**config.mk**
```make
export PLATFORM = sky130hd
export DESIGN_NAME = sum8_scheduler
export DESIGN_NICKNAME = d
export VERILOG_FILES = /design/src/rtl/sum8_scheduler.sv
export SDC_FILE = /design/constraint.sdc
export NUM_CORES = 1
export LEC_CHECK = 0
export ABC_AREA = 1
export ABC_CLOCK_PERIOD_IN_PS = 2800
export BUFFER_PORTS_ARGS = -buffer_cell sky130_fd_sc_hd__buf_2
export CAP_MARGIN = 5
export CORE_MARGIN = 4
export CORE_UTILIZATION = 48
export CTS_CLUSTER_DIAMETER = 30
export CTS_CLUSTER_SIZE = 10
export DETAILED_ROUTE_END_ITERATION = 12
export GPL_TIMING_DRIVEN = 0
export PLACE_DENSITY = 0.9
export SLEW_MARGIN = 20
export SYNTH_ARGS = -nofsm -noshare
export SYNTH_HDL_FRONTEND = slang
export SYNTH_SLANG_ARGS = --single-unit
export TNS_END_PERCENT = 5
```
**constraint.sdc**
```tcl
create_clock -name clk -period 2.8 [get_ports clk]
set_input_delay 0.56 -clock clk [delete_from_list [all_inputs] [get_ports clk]]
set_output_delay 0.56 -clock clk [all_outputs]
set_load 0.02 [all_outputs]
```
**src/rtl/sum8_scheduler.sv**
```systemverilog
`default_nettype none
// ============================================================================
//  Module  : sum8_scheduler
//  Brief   : Two-requester 8-bit adder scheduler. Arbitrates between two
//            requesters, then computes a+b as two nibble passes through a
//            shared external 4-bit adder (no carry-in). A third "increment"
//            pass folds the low-nibble carry into the high nibble.
//  Rev     : 1.0  initial release
// ============================================================================
module sum8_scheduler #(
  parameter int FIXED_PRIO = 0   // 0: round-robin, 1: requester 0 always wins
) (
  input  logic       clk,
  input  logic       rst,
  // requesters
  input  logic       req0,
  input  logic       req1,
  input  logic [7:0] a0,
  input  logic [7:0] b0,
  input  logic [7:0] a1,
  input  logic [7:0] b1,
  output logic       gnt0,
  output logic       gnt1,
  // result channel
  output logic       res_valid,
  input  logic       res_ready,
  output logic       res_id,
  output logic [7:0] res_sum,
  output logic       res_co,
  // shared external 4-bit adder
  output logic [3:0] add_n1,
  output logic [3:0] add_n2,
  input  logic [3:0] add_so,
  input  logic       add_co
);

  typedef enum logic [2:0] {
    IDLE = 3'd0,
    LO   = 3'd1,
    HI   = 3'd2,
    INC  = 3'd3,
    DONE = 3'd4
  } state_t;

  state_t     r_state;
  state_t     w_next;

  // Latched operation context
  logic [7:0] r_a;
  logic [7:0] r_b;
  logic       r_id;
  // Partial results
  logic [7:0] r_sum;
  logic       r_c_lo;
  logic       r_c_hi;
  logic       r_co;
  // Round-robin pointer: index of the requester served most recently
  logic       r_last;

  // Arbitration / control
  logic       w_pick1;
  logic       w_gnt0;
  logic       w_gnt1;

  // Pick the winner assuming a grant is issued this cycle.
  always_comb begin
    w_pick1 = 1'b0;
    if (req0 && req1) begin
      // On a tie, round-robin serves whoever was not served last.
      w_pick1 = (FIXED_PRIO != 0) ? 1'b0 : ~r_last;
    end else begin
      w_pick1 = req1;
    end
  end

  // State register; reset aborts any operation in flight.
  always_ff @(posedge clk or posedge rst) begin
    if (rst) begin
      r_state <= IDLE;
    end else begin
      r_state <= w_next;
    end
  end

  // Next-state, grant and adder-operand decode.
  always_comb begin
    w_next = r_state;
    w_gnt0 = 1'b0;
    w_gnt1 = 1'b0;
    add_n1 = 4'd0;
    add_n2 = 4'd0;
    case (r_state)
      IDLE: begin
        // Grants are gated by rst so they drop immediately on reset even
        // though the request inputs are still high.
        if ((req0 || req1) && !rst) begin
          w_gnt0 = ~w_pick1;
          w_gnt1 = w_pick1;
          w_next = LO;
        end
      end
      LO: begin
        add_n1 = r_a[3:0];
        add_n2 = r_b[3:0];
        w_next = HI;
      end
      HI: begin
        add_n1 = r_a[7:4];
        add_n2 = r_b[7:4];
        // The adder has no carry-in, so a low-nibble carry needs an
        // extra pass that adds one to the high nibble.
        w_next = r_c_lo ? INC : DONE;
      end
      INC: begin
        add_n1 = r_sum[7:4];
        add_n2 = 4'b0001;
        w_next = DONE;
      end
      DONE: begin
        if (res_ready) begin
          w_next = IDLE;
        end
      end
      default: begin
        w_next = IDLE;
      end
    endcase
  end

  // Operand latching, nibble accumulation and round-robin pointer update.
  always_ff @(posedge clk or posedge rst) begin
    if (rst) begin
      r_a    <= 8'd0;
      r_b    <= 8'd0;
      r_id   <= 1'b0;
      r_sum  <= 8'd0;
      r_c_lo <= 1'b0;
      r_c_hi <= 1'b0;
      r_co   <= 1'b0;
      r_last <= 1'b1;
    end else begin
      case (r_state)
        IDLE: begin
          if (w_gnt0 || w_gnt1) begin
            r_a    <= w_gnt1 ? a1 : a0;
            r_b    <= w_gnt1 ? b1 : b0;
            r_id   <= w_gnt1;
            r_last <= w_gnt1;
          end
        end
        LO: begin
          r_sum[3:0] <= add_so;
          r_c_lo     <= add_co;
        end
        HI: begin
          r_sum[7:4] <= add_so;
          r_c_hi     <= add_co;
          // Without a low carry the high-nibble carry is the final carry.
          if (!r_c_lo) begin
            r_co <= add_co;
          end
        end
        INC: begin
          r_sum[7:4] <= add_so;
          r_co       <= r_c_hi | add_co;
        end
        default: begin
        end
      endcase
    end
  end

  assign gnt0      = w_gnt0;
  assign gnt1      = w_gnt1;
  assign res_valid = (r_state == DONE);
  assign res_id    = r_id;
  assign res_sum   = r_sum;
  assign res_co    = r_co;

endmodule
`default_nettype wire

```
==> run_summary.xml, run 1 <==
<?xml version="1.0" encoding="UTF-8"?>
<metrics>
  <group name="die">
    <metric name="design.core.area" unit="um^2">3150</metric>
    <metric name="die_w" unit="um">66.2</metric>
    <metric name="die-area" unit="um^2">4380</metric>
    <metric name="floorplan.initialDensity" unit="%">51.5</metric>
    <metric name="placement_rows" unit="">20</metric>
    <metric name="top_level_ports" unit="">63</metric>
    <metric name="die_y" unit="um">66.2</metric>
  </group>
  <group name="timing">
    <metric name="timing_max_transition_violations_final" unit="">0</metric>
    <metric name="finalCriticalPeriod" unit="ps">2460</metric>
    <metric name="final.setup_skew" unit="ps">4.40</metric>
    <metric name="report.final.setup_viol" unit="">0</metric>
    <metric name="timing.final.hold_violations" unit="">0</metric>
    <metric name="grt_setup_unrepaired" unit="">false</metric>
    <metric name="max_clock_freq" unit="MHz">406</metric>
    <metric name="worst_slew_margin_rel" unit="%">74.0</metric>
    <metric name="max_slew.worst_pin.slew" unit="ps">390</metric>
    <metric name="timing.final.crit_share" unit="%">87.9</metric>
  </group>
  <group name="setup_path">
    <metric name="crit_path_start" unit="">rst</metric>
    <metric name="worst-setup-path-type" unit="">primary input to output pin</metric>
    <metric name="critical_path.slowest_cell" unit="">sky130_fd_sc_hd__inv_4</metric>
    <metric name="crit-reg2reg-launch" unit="">r_last</metric>
    <metric name="critical_path_peak_fanout" unit="">33</metric>
    <metric name="timing.critical_path.arrival" unit="ps">1900</metric>
    <metric name="start_kind" unit="">primary input</metric>
    <metric name="crit_path_frequent_cell" unit="">sky130_fd_sc_hd__buf_2</metric>
    <metric name="cpPeakStageDelay" unit="ps">300</metric>
    <metric name="cp_num_buf_inv" unit="">5</metric>
    <metric name="crit_path_end_kind" unit="">output pin</metric>
    <metric name="cpLargestDelayFamily" unit="">buffers and inverters</metric>
    <metric name="worstPathRequired" unit="ps">2240</metric>
    <metric name="crit_path_cell_trace" unit="">buf_2, inv_4, o21ai_1, nor2_4, buf_4, nand2_1, inv_1, buf_2</metric>
  </group>
  <group name="final_layout">
    <metric name="antenna-diode-count" unit="">0</metric>
    <metric name="syn2layout_area_growth" unit="%">25.7</metric>
    <metric name="multi_input_area" unit="um^2">702</metric>
    <metric name="drive_above_1_share" unit="%">37.1</metric>
    <metric name="area_used_by_sequential_logic_in_the_layout" unit="um^2">802</metric>
    <metric name="final_core_utilization" unit="%">64.7</metric>
    <metric name="finalNetCount" unit="">308</metric>
    <metric name="fillCellCount" unit="">304</metric>
  </group>
  <group name="route">
    <metric name="vias_per_cell" unit="">5.11</metric>
    <metric name="ant_nets" unit="">0</metric>
    <metric name="drtPass1Iterations" unit="">4</metric>
    <metric name="avgRoutedWirePerCell" unit="um">13.5</metric>
    <metric name="initialDrtViolationCount" unit="">61</metric>
    <metric name="vias" unit="">1589</metric>
    <metric name="detail_route.wirelength" unit="um">4190</metric>
    <metric name="remaining_drc_errors" unit="">0</metric>
  </group>
  <group name="grt">
    <metric name="grt.total_usage" unit="%">21.6</metric>
    <metric name="largest_net_degree_at_the_start_of_global_routing" unit="">34</metric>
    <metric name="antenna_found_initial" unit="">0</metric>
    <metric name="grt_remaining_overflow" unit="">0</metric>
    <metric name="grt_pass1_wl" unit="um">7030</metric>
    <metric name="number_of_global_route_vias_before_repair" unit="">1610</metric>
  </group>
  <group name="yosys">
    <metric name="ys_warn_count" unit="">0</metric>
    <metric name="yosys-top-cells-count" unit="">sky130_fd_sc_hd__nand2_1 (53), sky130_fd_sc_hd__nand3_1 (46), sky130_fd_sc_hd__dfrtp_1 (31), sky130_fd_sc_hd__inv_1 (15), sky130_fd_sc_hd__o21ai_0 (14)</metric>
    <metric name="synthDistinctLibCells" unit="">21</metric>
    <metric name="ys_seq_area_share" unit="%">49.4</metric>
    <metric name="syn_avg_cell_area" unit="um^2">8.24</metric>
    <metric name="yosysMostFrequentCell" unit="">sky130_fd_sc_hd__nand2_1</metric>
    <metric name="synth_fp_nets" unit="">239</metric>
    <metric name="share_of_flip_flops_with_an_asynchronous_set_or_reset_after_synthesis" unit="%">100</metric>
    <metric name="post-synth-top-area-cell" unit="">sky130_fd_sc_hd__dfrtp_1</metric>
    <metric name="synth-seq-cells" unit="">32</metric>
    <metric name="synthTopCellsByArea" unit="">sky130_fd_sc_hd__dfrtp_1 (48%), sky130_fd_sc_hd__nand3_1 (14%), sky130_fd_sc_hd__nand2_1 (12%)</metric>
    <metric name="synth.top_cell.area_share" unit="%">47.8</metric>
    <metric name="postSynthCellCount" unit="">197</metric>
    <metric name="synth_enable_flop_cells" unit="">0</metric>
    <metric name="synth_flop_cell" unit="">sky130_fd_sc_hd__dfrtp_1</metric>
    <metric name="netlist_area" unit="um^2">1620</metric>
  </group>
  <group name="placed_design">
    <metric name="gp_congestion" unit="">0.785</metric>
    <metric name="place_hpwl" unit="um">3140</metric>
    <metric name="port_buffers" unit="">62</metric>
  </group>
  <group name="clocking">
    <metric name="maximum_number_of_buffers_from_clock_root_to_sink" unit="">2</metric>
    <metric name="worst_skew_pair.late_latency" unit="ps">330</metric>
    <metric name="clock_sink_count" unit="">32</metric>
    <metric name="tritoncts" unit="">yes</metric>
    <metric name="clk_pin_slew" unit="ps">100</metric>
    <metric name="cts-root-buf" unit="">sky130_fd_sc_hd__clkbuf_4</metric>
    <metric name="cts_htree_levels" unit="">2</metric>
    <metric name="tritoncts_buffers" unit="">5</metric>
    <metric name="ctsHoldBuffers" unit="">0</metric>
  </group>
  <group name="power_and_ir_drop">
    <metric name="pwr_density_cell" unit="nW/um^2">1010</metric>
    <metric name="power" unit="mW">2.06</metric>
    <metric name="ir_drop" unit="mV">0.436</metric>
    <metric name="leakage" unit="nW">1.15</metric>
  </group>
  <group name="worst_hold_path">
    <metric name="hp-class" unit="">primary input to async pin</metric>
  </group>
  <group name="flow_run">
    <metric name="maxCapViolations" unit="">0</metric>
  </group>
  <group name="outcome">
    <metric name="status" unit="">completed</metric>
  </group>
</metrics>
-- layout by cell type, fill, tap and decap left out --
| master | count |
|---|---|
| sky130_fd_sc_hd__buf_2 | 65 |
| sky130_fd_sc_hd__nand2_1 | 53 |
| sky130_fd_sc_hd__nand3_1 | 46 |
| sky130_fd_sc_hd__dfrtp_1 | 31 |
| sky130_fd_sc_hd__inv_1 | 14 |
| sky130_fd_sc_hd__o21ai_0 | 14 |
| sky130_fd_sc_hd__nand2_2 | 8 |
| sky130_fd_sc_hd__nand3_2 | 7 |
| sky130_fd_sc_hd__clkbuf_4 | 5 |
| sky130_fd_sc_hd__nor2_1 | 3 |
| sky130_fd_sc_hd__inv_2 | 3 |
| sky130_fd_sc_hd__buf_4 | 3 |
| sky130_fd_sc_hd__clkbuf_1 | 3 |
| sky130_fd_sc_hd__nor3_2 | 2 |
| sky130_fd_sc_hd__nor2_2 | 1 |
| sky130_fd_sc_hd__inv_4 | 1 |
| sky130_fd_sc_hd__o21ai_1 | 1 |
| sky130_fd_sc_hd__nor2_4 | 1 |
| sky130_fd_sc_hd__nand2_4 | 1 |
| sky130_fd_sc_hd__buf_8 | 1 |
| sky130_fd_sc_hd__o211ai_1 | 1 |
| sky130_fd_sc_hd__nor3_1 | 1 |
| sky130_fd_sc_hd__a21oi_1 | 1 |
| sky130_fd_sc_hd__dfstp_2 | 1 |
-- registers in the layout (all words and copies together), names as in the netlist --
| name | cells |
|---|---|
| r_b | 8 |
| r_a | 8 |
| r_c_hi | 1 |
| res_co | 1 |
| r_state | 3 |
| res_sum | 8 |
| res_id | 1 |
| r_last | 1 |
| r_c_lo | 1 |
-- routing by layer --
layer  GRT usage [%]  routed length [um]  up-vias
met2            35.7                2120       54
li1                -                   -      781
met3            3.74                 261       12
met4            12.4                 128        0
met5               0                   0        -
met1            26.3                1670      742
-- through the flow --
step	instances	setup TNS, ps	cell area, um^2	worst slack, ps	hold WS, ps
finish	311	0	2040	338	210
global route	311	0	2040	159	237
CTS	311	0	2040	41.7	327
detailed placement	303	0	1990	35.1	454
global placement	303	-805	1990	-423	450
floorplan	197	0	1620	22.9	442
-- layout make-up --
| cell class | instances | area share, % |
|---|---|---|
| inverter | 18 | 3.43 |
| buffer | 7 | 2.58 |
| sequential | 32 | 39.3 |
| clock buffer | 8 | 2.39 |
| multi-input combinational | 140 | 34.4 |
| timing repair buffer | 62 | 15.2 |
| tap | 44 | 2.70 |
-- cell families after synthesis --
kind of cell / Yosys count / share of synthesized area (%)
buf+inv: 25 / 7.40
compound gates: 17 / 5.39
simple gates: 123 / 37.8
flops: 32 / 49.4
-- path summary, 6_finish.rpt --
kind / endpoint / slack, ps / cells past startpoint
setup / recovery: gnt1 / 340 / 8
setup reg to reg: r_b[4] / 1310 / 6
min in group clk: r_b[3] / 450 / 3
max in group asynchronous: r_last / 2270 / 2
hold reg to reg: r_last / 460 / 2
hold / removal: r_a[0] / 210 / 2
-- repair_timing --
item | in CTS | in global routing
setup buffers | 0 | 0
gates resized for setup | 0 | 2
setup endpoints to repair | 0 | 2
-- report_power, final --
group          internal, mW  leakage (nW)  switching (mW)
combinational         0.354         0.723           0.630
clock                 0.100        0.0265           0.155
sequential            0.682         0.397           0.134
(Power assumes the default switching activity.)
==> inputs of run 2 (changes only) <==
--- a/config.mk
+++ b/config.mk
@@ -5,18 +5,17 @@
 export SDC_FILE = /design/constraint.sdc
 export NUM_CORES = 1
 export LEC_CHECK = 0
-export ABC_AREA = 1
 export ABC_CLOCK_PERIOD_IN_PS = 2800
 export BUFFER_PORTS_ARGS = -buffer_cell sky130_fd_sc_hd__buf_2
 export CAP_MARGIN = 5
 export CORE_MARGIN = 4
-export CORE_UTILIZATION = 48
+export CORE_UTILIZATION = 50
 export CTS_CLUSTER_DIAMETER = 30
 export CTS_CLUSTER_SIZE = 10
 export DETAILED_ROUTE_END_ITERATION = 12
 export GPL_TIMING_DRIVEN = 0
-export PLACE_DENSITY = 0.9
-export SLEW_MARGIN = 20
+export PLACE_DENSITY = 0.91
+export SLEW_MARGIN = 0
 export SYNTH_ARGS = -nofsm -noshare
 export SYNTH_HDL_FRONTEND = slang
 export SYNTH_SLANG_ARGS = --single-unit
==> run_summary.xml, run 2 <==
<?xml version="1.0" encoding="UTF-8"?>
<metrics>
  <group name="timing">
    <metric name="finalCriticalPeriod" unit="ps">2400</metric>
    <metric name="timing.final.crit_share" unit="%">85.8</metric>
    <metric name="worst_slew_margin_rel" unit="%">70.3</metric>
    <metric name="totalNegativeSetupSlack" unit="ps">0</metric>
    <metric name="max_clock_freq" unit="MHz">416</metric>
    <metric name="grt_setup_unrepaired" unit="">false</metric>
    <metric name="max_slew.worst_pin.slew" unit="ps">445</metric>
    <metric name="timing_max_transition_violations_final" unit="">0</metric>
    <metric name="timing.final.hold_violations" unit="">0</metric>
    <metric name="report.final.setup_viol" unit="">0</metric>
    <metric name="postLayoutSetupSlackWorst" unit="ps">397</metric>
    <metric name="final.setup_skew" unit="ps">7.14</metric>
  </group>
  <group name="die">
    <metric name="floorplan.initialDensity" unit="%">52.8</metric>
    <metric name="placement_rows" unit="">21</metric>
    <metric name="die_w" unit="um">68.1</metric>
    <metric name="die-area" unit="um^2">4630</metric>
    <metric name="top_level_ports" unit="">63</metric>
    <metric name="design.core.area" unit="um^2">3420</metric>
    <metric name="die_y" unit="um">68.1</metric>
  </group>
  <group name="flow_run">
    <metric name="maxCapViolations" unit="">0</metric>
  </group>
  <group name="placed_design">
    <metric name="port_buffers" unit="">62</metric>
    <metric name="place_hpwl" unit="um">2880</metric>
    <metric name="dp_slack" unit="ps">551</metric>
    <metric name="gp_congestion" unit="">0.780</metric>
    <metric name="cell_count_post_placement" unit="">238</metric>
  </group>
  <group name="yosys">
    <metric name="synth_compound_gate_area_share" unit="%">6.59</metric>
    <metric name="syn_avg_cell_area" unit="um^2">13.9</metric>
    <metric name="synth_enable_flop_cells" unit="">0</metric>
    <metric name="ys_warn_count" unit="">0</metric>
    <metric name="postSynthCellCount" unit="">130</metric>
    <metric name="synth_fp_nets" unit="">172</metric>
    <metric name="synth.top_cell.area_share" unit="%">43.0</metric>
    <metric name="post_synth_fa_ha_maj_area_fraction" unit="%">0</metric>
    <metric name="synth_mux_area_share" unit="%">37.4</metric>
    <metric name="synth-xor-area-share" unit="%">0</metric>
    <metric name="ys_seq_area_share" unit="%">44.5</metric>
    <metric name="post-synth-top-area-cell" unit="">sky130_fd_sc_hd__dfrtp_1</metric>
    <metric name="synthDistinctLibCells" unit="">27</metric>
    <metric name="post_synth_and_or_nand_nor_area_fraction" unit="%">6.80</metric>
    <metric name="synth_top_family_by_area" unit="">multiplexers</metric>
    <metric name="synth-seq-cells" unit="">32</metric>
    <metric name="yosysMostFrequentCell" unit="">sky130_fd_sc_hd__mux2_4</metric>
    <metric name="share_of_flip_flops_with_an_asynchronous_set_or_reset_after_synthesis" unit="%">100</metric>
    <metric name="synth_flop_cell" unit="">sky130_fd_sc_hd__dfrtp_1</metric>
    <metric name="yosys-top-cells-count" unit="">sky130_fd_sc_hd__mux2_4 (33), sky130_fd_sc_hd__dfrtp_1 (31), sky130_fd_sc_hd__mux2_2 (14), sky130_fd_sc_hd__nor2_1 (9), sky130_fd_sc_hd__a22oi_1 (7)</metric>
    <metric name="synthTopCellsByArea" unit="">sky130_fd_sc_hd__dfrtp_1 (43%), sky130_fd_sc_hd__mux2_4 (27%), sky130_fd_sc_hd__mux2_2 (8.7%)</metric>
    <metric name="netlist_area" unit="um^2">1800</metric>
  </group>
  <group name="grt">
    <metric name="grt_remaining_overflow" unit="">0</metric>
    <metric name="grt.total_usage" unit="%">17.9</metric>
    <metric name="number_of_global_route_vias_before_repair" unit="">1309</metric>
    <metric name="antenna_found_initial" unit="">0</metric>
    <metric name="largest_net_degree_at_the_start_of_global_routing" unit="">33</metric>
    <metric name="grt_pass1_wl" unit="um">6190</metric>
  </group>
  <group name="clocking">
    <metric name="cts_post_setup_buffers_inserted" unit="">0</metric>
    <metric name="tritoncts" unit="">yes</metric>
    <metric name="clock_sink_count" unit="">32</metric>
    <metric name="tritoncts_buffers" unit="">5</metric>
    <metric name="cts_htree_levels" unit="">2</metric>
    <metric name="cts-root-buf" unit="">sky130_fd_sc_hd__clkbuf_4</metric>
    <metric name="worst_skew_pair.late_latency" unit="ps">340</metric>
    <metric name="ctsHoldBuffers" unit="">0</metric>
    <metric name="maximum_number_of_buffers_from_clock_root_to_sink" unit="">2</metric>
    <metric name="clk_pin_slew" unit="ps">100</metric>
    <metric name="post_cts_resized" unit="">0</metric>
  </group>
  <group name="final_layout">
    <metric name="syn2layout_area_growth" unit="%">26.4</metric>
    <metric name="finish.cell_count_without_fillers" unit="">247</metric>
    <metric name="antenna-diode-count" unit="">0</metric>
    <metric name="multi_input_area" unit="um^2">916</metric>
    <metric name="area_used_by_sequential_logic_in_the_layout" unit="um^2">802</metric>
    <metric name="layout_commonest_cell" unit="">sky130_fd_sc_hd__buf_2</metric>
    <metric name="fillCellCount" unit="">271</metric>
    <metric name="most-common-layout-cells" unit="">sky130_fd_sc_hd__buf_2 (65), sky130_fd_sc_hd__mux2_4 (33), sky130_fd_sc_hd__dfrtp_1 (31), sky130_fd_sc_hd__mux2_2 (14), sky130_fd_sc_hd__nor2_1 (9)</metric>
    <metric name="finalNetCount" unit="">242</metric>
    <metric name="drive_above_1_share" unit="%">64.7</metric>
  </group>
  <group name="setup_path">
    <metric name="crit-reg2reg-launch" unit="">r_state[1]</metric>
    <metric name="timing.rr.end" unit="">r_a[0]</metric>
    <metric name="ff2ff_path_depth" unit="">3</metric>
    <metric name="crit_path_end_kind" unit="">output pin</metric>
    <metric name="timing.critical_path.arrival" unit="ps">1840</metric>
    <metric name="crit_path_frequent_cell" unit="">sky130_fd_sc_hd__buf_2</metric>
    <metric name="critical_path.slowest_cell" unit="">sky130_fd_sc_hd__dfrtp_1</metric>
    <metric name="critical_path_peak_fanout" unit="">10</metric>
    <metric name="worstPathRequired" unit="ps">2240</metric>
    <metric name="cpPeakStageDelay" unit="ps">450</metric>
    <metric name="timing.reg2reg.setup_slack" unit="ps">1320</metric>
    <metric name="crit_path_cell_trace" unit="">buf_2, nor2b_1, a22oi_1, nor2_1, buf_2</metric>
    <metric name="worst-setup-path-type" unit="">flip-flop to output pin</metric>
    <metric name="start_kind" unit="">flip-flop</metric>
  </group>
  <group name="worst_hold_path">
    <metric name="hp-class" unit="">primary input to async pin</metric>
  </group>
  <group name="route">
    <metric name="drtPass1Iterations" unit="">4</metric>
    <metric name="avgRoutedWirePerCell" unit="um">14.8</metric>
    <metric name="ant_nets" unit="">0</metric>
    <metric name="initialDrtViolationCount" unit="">48</metric>
    <metric name="vias" unit="">1260</metric>
    <metric name="detail_route.wirelength" unit="um">3660</metric>
    <metric name="vias_per_cell" unit="">5.10</metric>
    <metric name="remaining_drc_errors" unit="">0</metric>
  </group>
  <group name="power_and_ir_drop">
    <metric name="ir_drop" unit="mV">0.384</metric>
    <metric name="leakage" unit="nW">1.16</metric>
    <metric name="pwr_density_cell" unit="nW/um^2">1040</metric>
    <metric name="power" unit="mW">2.37</metric>
  </group>
  <group name="outcome">
    <metric name="status" unit="">completed</metric>
  </group>
</metrics>
==> run 2: cell count changes after synthesis, moves of 11 or more <==
cell / change
sky130_fd_sc_hd__o21ai_0: -13
sky130_fd_sc_hd__nand2_1: -51
sky130_fd_sc_hd__mux2_2: +14
sky130_fd_sc_hd__inv_1: -11
sky130_fd_sc_hd__mux2_4: +33
sky130_fd_sc_hd__nand3_1: -46
==> run 2: area by class of cell <==
cell class                      instances  share of cell area, %
Buffer                                  9                   3.13
Multi-Input combinational cell         85                   40.2
Inverter                                4                  0.659
Clock buffer                            5                   1.65
Tap cell                               46                   2.52
Timing Repair Buffer                   63                   14.8
Sequential cell                        32                   35.2
Clock inverter                          3                   1.87
==> run 2: logic make-up after synthesis <==
family                 Yosys count
AO/OA/AOI/OAI                   16
buffers and inverters           13
flip-flops                      32
multiplexers                    49
AND/OR/NAND/NOR                 20
==> run 2: critical path, delay by kind of cell (launching register included) <==
kind	cells	cell delay (ps)
compound gates	1	150
simple gates	2	470
buf+inv	2	430
flops	1	450
==> run 2: how the worst max path moves through the flow <==
stage / from / to / slack (ps) / cells past startpoint
finish: r_state[0] / add_n2[2] / 400 / 5
global route: r_state[0] / add_n2[3] / 230 / 5
CTS: r_state[1] / add_n1[0] / 410 / 5
detailed placement: rst / gnt0 / 550 / 6
global placement: rst / gnt0 / 620 / 6
floorplan: rst / gnt0 / 760 / 4
==> run 2: through the flow <==
step	util (%)	area [um^2]	hold WS [ps]
after global placement	63.6	2170	470
after CTS	65.9	2250	445
final	66.7	2280	220
after detailed placement	63.6	2170	476
after global routing	66.7	2280	245
after floorplan	-	1800	458
==> run 2: layer usage <==
layer	up-vias	track usage (%)	wire [um]	part of all wire [%]
met5	-	0	0	0
met4	0	7.69	85	2.3
met3	10	3.45	201	5.5
met2	38	29.8	1920	52
met1	610	22.6	1460	40
li1	602	-	-	-
==> run 2: report_power, final <==
group	internal (mW)	leakage [nW]	switching [mW]	total, mW
Sequential	0.698	0.378	0.165	0.863
Clock	0.186	0.0412	0.168	0.354
Combinational	0.616	0.737	0.542	1.16
==> inputs of run 3 (changes only) <==
--- a/config.mk
+++ b/config.mk
@@ -9,12 +9,13 @@
 export BUFFER_PORTS_ARGS = -buffer_cell sky130_fd_sc_hd__buf_2
 export CAP_MARGIN = 5
 export CORE_MARGIN = 4
-export CORE_UTILIZATION = 50
+export CORE_UTILIZATION = 51
+export CTS_BUF_LIST = sky130_fd_sc_hd__clkbuf_8
 export CTS_CLUSTER_DIAMETER = 30
 export CTS_CLUSTER_SIZE = 10
 export DETAILED_ROUTE_END_ITERATION = 12
 export GPL_TIMING_DRIVEN = 0
-export PLACE_DENSITY = 0.91
+export PLACE_DENSITY = 0.92
 export SLEW_MARGIN = 0
 export SYNTH_ARGS = -nofsm -noshare
 export SYNTH_HDL_FRONTEND = slang
==> run_summary.xml, run 3 (synthesis gave the netlist of run 2 again) <==
<?xml version="1.0" encoding="UTF-8"?>
<metrics>
  <group name="timing">
    <metric name="finalCriticalPeriod" unit="ps">2310</metric>
    <metric name="final.setup_skew" unit="ps">2.70</metric>
    <metric name="max_clock_freq" unit="MHz">433</metric>
    <metric name="fin_hold_ws" unit="ps">236</metric>
    <metric name="totalNegativeSetupSlack" unit="ps">0</metric>
    <metric name="grt_setup_unrepaired" unit="">false</metric>
    <metric name="report.final.setup_viol" unit="">0</metric>
    <metric name="worst_slew_margin_rel" unit="%">70.7</metric>
    <metric name="max_slew.worst_pin.slew" unit="ps">439</metric>
    <metric name="timing.final.crit_share" unit="%">82.4</metric>
    <metric name="timing.final.hold_violations" unit="">0</metric>
    <metric name="timing_max_transition_violations_final" unit="">0</metric>
  </group>
  <group name="outcome">
    <metric name="status" unit="">completed</metric>
  </group>
  <group name="power_and_ir_drop">
    <metric name="pwr_density_cell" unit="nW/um^2">1040</metric>
    <metric name="ir_drop" unit="mV">0.501</metric>
    <metric name="leakage" unit="nW">1.17</metric>
  </group>
  <group name="final_layout">
    <metric name="fillCellCount" unit="">252</metric>
    <metric name="antenna-diode-count" unit="">0</metric>
    <metric name="syn2layout_area_growth" unit="%">27.5</metric>
    <metric name="layout_commonest_cell" unit="">sky130_fd_sc_hd__buf_2</metric>
    <metric name="drive_above_1_share" unit="%">64.2</metric>
    <metric name="most-common-layout-cells" unit="">sky130_fd_sc_hd__buf_2 (65), sky130_fd_sc_hd__mux2_4 (33), sky130_fd_sc_hd__dfrtp_1 (31), sky130_fd_sc_hd__mux2_2 (14), sky130_fd_sc_hd__nor2_1 (9)</metric>
    <metric name="finalNetCount" unit="">242</metric>
  </group>
  <group name="route">
    <metric name="vias_per_cell" unit="">5.02</metric>
    <metric name="drtPass1Iterations" unit="">4</metric>
    <metric name="initialDrtViolationCount" unit="">33</metric>
    <metric name="ant_nets" unit="">0</metric>
    <metric name="avgRoutedWirePerCell" unit="um">14.4</metric>
    <metric name="detail_route.wirelength" unit="um">3560</metric>
    <metric name="vias" unit="">1240</metric>
    <metric name="remaining_drc_errors" unit="">0</metric>
  </group>
  <group name="die">
    <metric name="floorplan.initialDensity" unit="%">53.2</metric>
    <metric name="top_level_ports" unit="">63</metric>
    <metric name="placement_rows" unit="">21</metric>
    <metric name="die_y" unit="um">67.5</metric>
    <metric name="die-area" unit="um^2">4550</metric>
    <metric name="design.core.area" unit="um^2">3390</metric>
    <metric name="die_w" unit="um">67.5</metric>
  </group>
  <group name="setup_path">
    <metric name="worstPathRequired" unit="ps">2240</metric>
    <metric name="start_kind" unit="">flip-flop</metric>
    <metric name="critical_path_peak_fanout" unit="">10</metric>
    <metric name="worst-setup-path-type" unit="">flip-flop to output pin</metric>
    <metric name="crit_path_end_kind" unit="">output pin</metric>
    <metric name="timing.critical_path.arrival" unit="ps">1750</metric>
  </group>
  <group name="flow_run">
    <metric name="maxCapViolations" unit="">0</metric>
  </group>
  <group name="clocking">
    <metric name="tritoncts" unit="">yes</metric>
    <metric name="ctsHoldBuffers" unit="">0</metric>
    <metric name="clk_pin_slew" unit="ps">60</metric>
    <metric name="tritoncts_buffers" unit="">5</metric>
    <metric name="cts-root-buf" unit="">sky130_fd_sc_hd__clkbuf_8</metric>
    <metric name="cts_htree_levels" unit="">2</metric>
    <metric name="worst_skew_pair.late_latency" unit="ps">280</metric>
    <metric name="maximum_number_of_buffers_from_clock_root_to_sink" unit="">2</metric>
    <metric name="post_cts_resized" unit="">0</metric>
    <metric name="clock_sink_count" unit="">32</metric>
    <metric name="cts_post_setup_buffers_inserted" unit="">0</metric>
  </group>
  <group name="grt">
    <metric name="grt_pass1_wl" unit="um">5700</metric>
    <metric name="antenna_found_initial" unit="">0</metric>
    <metric name="grt_remaining_overflow" unit="">0</metric>
    <metric name="grt.total_usage" unit="%">17.6</metric>
    <metric name="largest_net_degree_at_the_start_of_global_routing" unit="">33</metric>
    <metric name="number_of_global_route_vias_before_repair" unit="">1234</metric>
  </group>
  <group name="placed_design">
    <metric name="gp_congestion" unit="">0.796</metric>
    <metric name="place_hpwl" unit="um">2680</metric>
    <metric name="port_buffers" unit="">62</metric>
  </group>
  <group name="worst_hold_path">
    <metric name="hp-class" unit="">primary input to async pin</metric>
  </group>
</metrics>
run 3: changes by cell type in the layout (fill, tap and decap cells not counted), sizes merged:
| cell | previous run | this run |
|---|---|---|
| bufinv | 1 | 0 |
| clkinvlp | 1 | 0 |
| inv | 4 | 5 |
| clkbuf | 6 | 8 |
| clkinv | 1 | 0 |
run 3: report_power, final:
group | total [mW] | internal [mW] | switching [mW]
registers | 0.864 | 0.701 | 0.163
clock network | 0.383 | 0.220 | 0.162
logic | 1.15 | 0.615 | 0.532
total | 2.39 | 1.54 | 0.857
run 3: worst max-delay path, cell delays in order (launching register included):
cell and delay [ps]:
sky130_fd_sc_hd__dfrtp_1 480, sky130_fd_sc_hd__buf_4 230, sky130_fd_sc_hd__mux2_2 350, sky130_fd_sc_hd__a22oi_1 160, sky130_fd_sc_hd__nor2_1 60, sky130_fd_sc_hd__buf_2 170
run 3: final timing paths:
check                      startpoint  cells after the start  slack (ps)    endpoint
setup / recovery           r_state[1]                      5         490   add_n1[2]
hold / removal                    rst                      2         240      r_b[6]
setup reg to reg           r_state[1]                      3        1330      r_b[7]
hold reg to reg                r_c_hi                      1         500      r_c_hi
max in group asynchronous         rst                      3        2130  res_sum[2]
min in group clk               r_c_hi                      1         500      r_c_hi
run 3: cell type report:
type	instances	area (um^2)	area share, %
multi-input cells	85	916	39.8
clock buffers	7	96.3	4.19
plain buffers	9	71.3	3.10
flip-flops and latches	32	802	34.9
well taps	46	57.6	2.50
repair buffers	63	338	14.7
inverters	4	15.0	0.653
clock inverters	1	3.75	0.163
run 3: metal layers:
layer | global-route usage [%] | vias to the layer above | share of wire (%) | wire, um
met5 | 0 | - | 0 | 0
met4 | 10.1 | 0 | 2.7 | 95
met2 | 26.7 | 32 | 49 | 1740
li1 | - | 603 | - | -
met1 | 20.8 | 597 | 43 | 1520
met3 | 7.32 | 8 | 5.7 | 203
run 3: metrics by stage:
stage | util [%] | instance area [um^2] | total power, mW | setup slack, ps | std cells
finish | 67.8 | 2300 | 2.39 | 493 | 247
detailed placement | 64.1 | 2170 | 2.02 | 639 | 238
global route | 67.8 | 2300 | 2.55 | 353 | 247
CTS | 67.0 | 2270 | 2.40 | 472 | 246
global placement | 64.1 | 2170 | 1.98 | 619 | 238
floorplan | - | 1800 | 1.72 | 762 | 130
